==> src/rtl/pwm_capture.sv <==
// Purpose : recover the 8-bit power code from the duty cycle of a PWM line, and check the period and loss of the line.
// Latency : about 4 clocks from a pwm_in edge to power/valid (2 sync flops, edge detect, output register).
// Backpr. : none; valid is a one-clock strobe that the consumer must take when it is high.
//
// Ports:
//   clock      system clock
//   reset      synchronous, active-high
//   pwm_in     asynchronous PWM input
//   power      last accepted duty code (0 or 255 while the line is stuck)
//   valid      one-clock strobe whenever power/lost/period_err are updated
//   lost       no rising edge seen for TIMEOUT clocks
//   period_err last completed period was outside PERIOD +/- TOLERANCE
module pwm_capture #(
   parameter int unsigned STEP_DELAY = 195,     // clocks per power LSB
   parameter int unsigned PERIOD     = 50_000,  // nominal period in clocks
   parameter int unsigned TOLERANCE  = 500,     // accepted period deviation
   parameter int unsigned TIMEOUT    = 100_000  // clocks without a rise => lost (< 2^17)
) (
   input  logic       clock,
   input  logic       reset,
   input  logic       pwm_in,
   output logic [7:0] power,
   output logic       valid,
   output logic       lost,
   output logic       period_err
);

   localparam int unsigned      PRE_W       = (STEP_DELAY > 1) ? $clog2(STEP_DELAY) : 1;
   localparam logic [PRE_W-1:0] PRE_LAST    = PRE_W'(STEP_DELAY - 1);
   localparam logic [PRE_W-1:0] PRE_ONE     = PRE_W'(1);
   localparam logic [16:0]      TIMEOUT_CNT = 17'(TIMEOUT);
   localparam logic [31:0]      P_MIN       = (PERIOD > TOLERANCE) ? PERIOD - TOLERANCE : 32'd0;
   localparam logic [31:0]      P_MAX       = PERIOD + TOLERANCE;

   typedef enum logic [1:0] {
      WAIT_RISE = 2'd0,
      MEAS_HIGH = 2'd1,
      MEAS_LOW  = 2'd2
   } state_t;

   state_t           state_q, state_d;
   logic             s1_q, s1_d;
   logic             s2_q, s2_d;
   logic             s3_q, s3_d;
   logic [1:0]       fill_q, fill_d;
   logic [16:0]      per_cnt_q, per_cnt_d;
   logic [PRE_W-1:0] pre_q, pre_d;
   logic [7:0]       steps_q, steps_d;
   logic [7:0]       held_q, held_d;
   logic [7:0]       power_q, power_d;
   logic             valid_q, valid_d;
   logic             lost_q, lost_d;
   logic             err_q, err_d;

   logic             edge_ok;
   logic             rise;
   logic             fall;
   logic             per_in_tol;
   logic [PRE_W-1:0] pre_base;
   logic [7:0]       steps_base;

   // After reset the sync chain is all zero while the line may already be
   // high; comparing s2 against a cleared s3 would invent a rise out of the
   // reset itself and publish a partial period. Edges are only trusted once
   // s1..s3 have all been refilled from the line.
   assign edge_ok    = (fill_q == 2'd3);
   assign rise       = edge_ok &  s2_q & ~s3_q;
   assign fall       = edge_ok & ~s2_q &  s3_q;
   assign per_in_tol = ({15'd0, per_cnt_q} >= P_MIN) && ({15'd0, per_cnt_q} <= P_MAX);

   always_comb begin
      s1_d       = pwm_in;
      s2_d       = s1_q;
      s3_d       = s2_q;
      fill_d     = (fill_q == 2'd3) ? fill_q : fill_q + 2'd1;
      state_d    = state_q;
      per_cnt_d  = (per_cnt_q == TIMEOUT_CNT) ? per_cnt_q : per_cnt_q + 17'd1;
      pre_d      = pre_q;
      steps_d    = steps_q;
      held_d     = held_q;
      power_d    = power_q;
      valid_d    = 1'b0;
      lost_d     = lost_q;
      err_d      = err_q;

      // The rise cycle is the first high cycle: it counts from cleared
      // counters rather than from whatever the previous period left behind.
      pre_base   = rise ? '0    : pre_q;
      steps_base = rise ? 8'd0  : steps_q;

      if (rise || (state_q == MEAS_HIGH && s2_q)) begin
         if (pre_base == PRE_LAST) begin
            pre_d   = '0;
            steps_d = (steps_base == 8'hFF) ? 8'hFF : steps_base + 8'd1;
         end else begin
            pre_d   = pre_base + PRE_ONE;
            steps_d = steps_base;
         end
      end

      if (rise) begin
         // A rise exactly at the timeout still closes a real period, so it
         // takes priority over declaring the line lost.
         per_cnt_d = 17'd1;
         state_d   = MEAS_HIGH;
         if (state_q == MEAS_LOW) begin
            valid_d = 1'b1;
            if (per_in_tol) begin
               power_d = held_q;
               lost_d  = 1'b0;
               err_d   = 1'b0;
            end else begin
               err_d   = 1'b1;
            end
         end
      end else if (per_cnt_q == TIMEOUT_CNT) begin
         // Stuck line: report full or zero power from the level it is stuck
         // at, then rearm so this repeats every TIMEOUT clocks.
         power_d   = s2_q ? 8'hFF : 8'h00;
         lost_d    = 1'b1;
         err_d     = 1'b0;
         valid_d   = 1'b1;
         per_cnt_d = 17'd1;
         state_d   = WAIT_RISE;
      end else if (fall && state_q == MEAS_HIGH) begin
         state_d = MEAS_LOW;
         held_d  = steps_d;
      end
   end

   always_ff @(posedge clock) begin
      if (reset) begin
         state_q   <= WAIT_RISE;
         s1_q      <= 1'b0;
         s2_q      <= 1'b0;
         s3_q      <= 1'b0;
         fill_q    <= 2'd0;
         per_cnt_q <= 17'd0;
         pre_q     <= '0;
         steps_q   <= 8'd0;
         held_q    <= 8'd0;
         power_q   <= 8'd0;
         valid_q   <= 1'b0;
         lost_q    <= 1'b0;
         err_q     <= 1'b0;
      end else begin
         state_q   <= state_d;
         s1_q      <= s1_d;
         s2_q      <= s2_d;
         s3_q      <= s3_d;
         fill_q    <= fill_d;
         per_cnt_q <= per_cnt_d;
         pre_q     <= pre_d;
         steps_q   <= steps_d;
         held_q    <= held_d;
         power_q   <= power_d;
         valid_q   <= valid_d;
         lost_q    <= lost_d;
         err_q     <= err_d;
      end
   end

   assign power      = power_q;
   assign valid      = valid_q;
   assign lost       = lost_q;
   assign period_err = err_q;

endmodule

==> config.mk <==
export PLATFORM = sky130hd
export DESIGN_NAME = pwm_capture
export DESIGN_NICKNAME = d
export VERILOG_FILES = /design/src/rtl/pwm_capture.sv
export SDC_FILE = /design/constraint.sdc
export NUM_CORES = 1
export LEC_CHECK = 0
export BUFFER_PORTS_ARGS = -buffer_cell sky130_fd_sc_hd__buf_2
export CORE_MARGIN = 5
export CORE_UTILIZATION = 60
export CTS_CLUSTER_DIAMETER = 30
export DETAILED_ROUTE_END_ITERATION = 7
export PLACE_DENSITY = 0.77
export SLEW_MARGIN = 20
export SYNTH_ARGS = -nofsm -noshare
export SYNTH_HDL_FRONTEND = slang
export SYNTH_SLANG_ARGS = --single-unit
==> constraint.sdc <==
create_clock -name clock -period 6.93 [get_ports clock]
set_input_delay 0.3465 -clock clock [delete_from_list [all_inputs] [get_ports clock]]
set_output_delay 0.3465 -clock clock [all_outputs]
set_load 0.01 [all_outputs]
* Word-level counts from Yosys, hierarchy flattened
Index checks and enable logic that the tools add are counted.
Operators by class: add/sub/neg operators 4, order comparisons 2, equal/unequal tests 8, multiplexer cells 27, bitwise logic cells 8, reductions and logical operators 10
Operators with widths (count):
- 8-bit two-way mux | 11
- 17-bit by 1-bit adder with 17-bit output, second input constant | 1
- 17-bit == test, second input constant | 1
- 17-bit by 16-bit greater-or-equal comparator with 1-bit output, second input constant | 1
- 17-bit by 16-bit <= comparator with 1-bit output, second input constant | 1
- 8-bit by 1-bit adder with 8-bit output, second input constant | 2
- 8-bit == test, second input constant | 2
- 1-bit two-way mux | 16
- 3-bit AND reduction | 2
- 1-bit bitwise AND | 4
- 2-bit == test, second input constant | 2
- 2-bit by 1-bit inequality test with 1-bit output, second input constant | 2
- 1-bit inverter | 4
- 1-bit logical AND | 3
- 3-bit nonzero test | 1
- 3-bit OR reduction | 1
- 2-bit by 1-bit adder with 2-bit output, second input constant | 1
- 2-bit by 1-bit == test with 1-bit output, second input constant | 1
- 2-bit AND reduction | 1
- 2-bit nonzero test | 1
- 1-bit logical OR | 1
Word-level totals: flip-flop bits (word level) 59, output and inout bits 11

* Logic depth before layout (Yosys ltp)
depth after elaboration 8, gate-level depth with buffers 12, gate-level depth less buffers 10

* Worst setup path before layout
Ideal clock, no wire load.
path kind reg-to-reg, start reg fill_q[0], end reg pre_q[5], library setup time 0.101 ns, data arrival time 2.324 ns, required time 6.829 ns, path slack 4.505 ns, stages on the path, launching flop included 11, clock period less this slack 2.425 ns, cells stage by stage dfxtp_1 -> ha_1 -> buf_6 -> nand3b_2 -> and2_1 -> ha_1 -> and4b_1 -> and2_1 -> or4_1 -> clkbuf_1 -> o41ai_1
On the way: cells in the longest elaborated chain, start to end 6
Ends and longest elaborated chain:
- start: declaration | RTL line 45 | logic [1:0] fill_q, fill_d;
- start signal: assignment | RTL line 151 | fill_q <= fill_d;
- 2-bit == test (*) | RTL line 66 | assign edge_ok = (fill_q == 2'd3);
- 1-bit bitwise AND (*) (2 in series) | RTL line 67 | assign rise = edge_ok & s2_q & ~s3_q;
- 8-bit two-way mux | RTL line 88 | pre_base = rise ? '0 : pre_q;
- 8-bit by 1-bit adder with 8-bit output / 8-bit == test (equally long branches) | RTL line 96, 92
- 8-bit two-way mux | RTL line 92 | if (pre_base == PRE_LAST) begin
- end signal: assignment | RTL line 153 | pre_q <= pre_d;
- end: declaration | RTL line 47 | logic [PRE_W-1:0] pre_q, pre_d;
Every way passes the cells marked *; elsewhere a longest branch is shown, timed or not. A chain may end at the register's enable or synchronous reset.

* Final worst setup path
start reg fill_q[0], end reg per_cnt_q[15]
On the way: cells in the longest elaborated chain, start to end 4
Ends and longest elaborated chain:
- 2-bit == test | RTL line 66
- 1-bit bitwise AND (2 in series) | RTL line 67
- 3-bit OR reduction (no line)
- end signal: assignment | RTL line 152 | per_cnt_q <= per_cnt_d;
- end: declaration | RTL line 46 | logic [16:0] per_cnt_q, per_cnt_d;
Every way passes these cells.

==> results.md <==
- ANT nets after route: 0
- PortBufs: 13
- Setup WS pre-CTS: 4.00 ns
- Share of cells above drive strength 1: 11.8%
- Area Overhead vs Synth: 8.37%
- First-pass DRT Iterations: 4
- Syn nets: 346
- Remaining global-route overflow: 0
- Pwr per Cell Area: 217 nW/um^2
- Leading cell types in the layout, fill and taps excluded: dfxtp_1 (59), nor2_1 (47), o21ai_0 (21), nand2_1 (16), xor2_1 (14)
- Antenna violations before repair: 0
- Vias: 2404
- Root Driver: clkbuf_8
- Commonest non-fill, non-tap cell in the layout: dfxtp_1
- Ys Warns: 0
- Fin. Hold Viols: 0
- Main synth FF type: dfxtp_1
- Core region area: 4750 um^2
- Critical path type: flip-flop to flip-flop
- Post-CTS Hold Buffers: 0
- Rel. slew slack: 30.8%
- Io pins: 14
- Yosys cell types: 62
- Final setup margin: 3.99 ns
- Total power: 0.695 mW
- Post-Syn Area: 2960 um^2
- Num CTS Buffers: 9
- Syn avg cell area: 8.78 um^2
- Rows: 25
- Die area: 6440 um^2
- Final setup TNS: 0 ns
- RSZ-0062 raised after global routing: no
- 1st-iter DRT viols: 169
- TritonCTS clock tree: done
- Worst hold slack: 0.236 ns
- Hpwl dp: 4140 um
- Synthesis-stage register bit count: 59
- Final net count: 352
- Initial core utilization: 62.3%
- Final period util: 42.4%
- Wire per inst: 14.4 um
- Htree depth: 3
- Drt drc: 0
- Final min period: 2.94 ns
- Chip Width: 80.2 um
- DRT Wirelength: 5950 um
- First-pass GRT wire length: 10600 um
- CP endpoint kind: flip-flop
- Worst slew pin tran: 1.03 ns
- Ys async rst share: 0%
- Slew Limit Fails: 0
- Worst EP arrival: 3.13 ns
- Vias per std cell: 5.82
- PostCTS Resize Cnt: 0
- Post-synth EDFFs: 0
- # Max-Cap Violations: 0
- CTS max path bufs: 2
- Mapped Cells: 337
- Gr usage total: 20.6%
- Status: complete, no violations
- WP data required: 7.12 ns
- Gpl congestion: 0.844
- CP startpoint kind: flip-flop
- Hold Crit Class: primary input to flip-flop
- Die extent in y: 80.2 um
- Clk Latency, worst-skew pair: 0.32 ns
- Antenna cells: 0
- Share of the yosys chip area belonging to registers: 39.9%
- LEAKAGE: 1.20 nW
- Crit-path max FO: 17
- Clock skew: 0.00716 ns
- Postcts setup bufs: 0
- Maximum clock rate: 340 MHz
- Pin count of the biggest net entering global routing: 44
- Peak supply drop: 0.212 mV
- Endpoints failing setup: 0
- CTS Sinks: 59
- Reg clk slew, reported paths: 0.06 ns
- Vias in the first global route: 2339
==> metal layers <==
metal  wire [um]  up-vias  global-route usage [%]
met1        2930     1143                    27.0
met4          70        0                    8.28
met2        2730       43                    32.9
li1            -     1213                       -
met3         208        5                    4.37
met5           0        -                       0
==> path summary, 6_finish.rpt <==
path,from,endpoint,slack [ns],depth (start not counted)
hold reg to reg,s1_q,s2_q,0.44,1
setup / recovery,fill_q[0],per_cnt_q[15],3.99,6
hold / removal,pwm_in,s1_q,0.24,2
setup reg to reg,fill_q[0],per_cnt_q[15],3.99,6
==> metrics by stage <==
step           std cells  utilization, %  instance area (um^2)
6_report             413            67.5                  3210
2_1_floorplan        337               -                  2960
4_1_cts              413            67.5                  3210
3_5_place_dp         399            63.3                  3010
5_1_grt              413            67.5                  3210
3_3_place_gp         399            63.3                  3010
==> cell usage after synthesis, drive strengths merged, types with 6 or more instances <==
master | number | area, um^2
dfxtp | 59 | 1180
a21oi | 14 | 85.1
nand2 | 16 | 60.1
inv | 11 | 41.3
nand2b | 12 | 75.1
nor2 | 47 | 176
nor3 | 8 | 40.0
nand4 | 6 | 37.5
buf | 11 | 75.1
clkbuf | 7 | 26.3
and3 | 8 | 51.3
nand3 | 13 | 65.1
xor2 | 14 | 123
ha | 6 | 75.1
mux2i | 10 | 100
nor4 | 6 | 67.6
o21ai | 22 | 110
==> report_power, final <==
group          total, mW  internal (mW)  switching [mW]
Sequential         0.350          0.345         0.00527
Clock              0.314          0.191           0.123
Combinational     0.0313         0.0117          0.0196
==> flip-flops by register name, indices dropped and copies added (netlist names) <==
name,flops
per_cnt_q,17
held_q,8
power,8
pre_q,8
steps_q,8
fill_q,2
state_q,2
lost,1
period_err,1
s1_q,1
s2_q,1
s3_q,1
valid,1
==> worst max-delay path, cell delays in order, from the launching register on <==
cell     delay, ns
dfxtp_1       0.34
ha_1          0.32
or2b_2        0.44
nor2_1        0.81
a31oi_2       0.16
or2b_1        0.60
nor2_1        0.12
==> kinds of logic after synthesis <==
kind of cell,share of synthesized area [%]
simple gates,27.6
compound gates,16.5
flops,39.9
buf+inv,4.82
xor+xnor,5.33
mux,3.38
fa+ha+maj,2.54
==> cell type report <==
type | count | area (um^2)
flip-flops and latches | 59 | 1180
clock buffers | 12 | 165
repair buffers | 13 | 65.1
fillers | 422 | 1550
well taps | 67 | 83.8
clock inverters | 2 | 35.0
multi-input cells | 249 | 1640
inverters | 11 | 41.3
No activity file was read; power rests on OpenSTA's default activity.
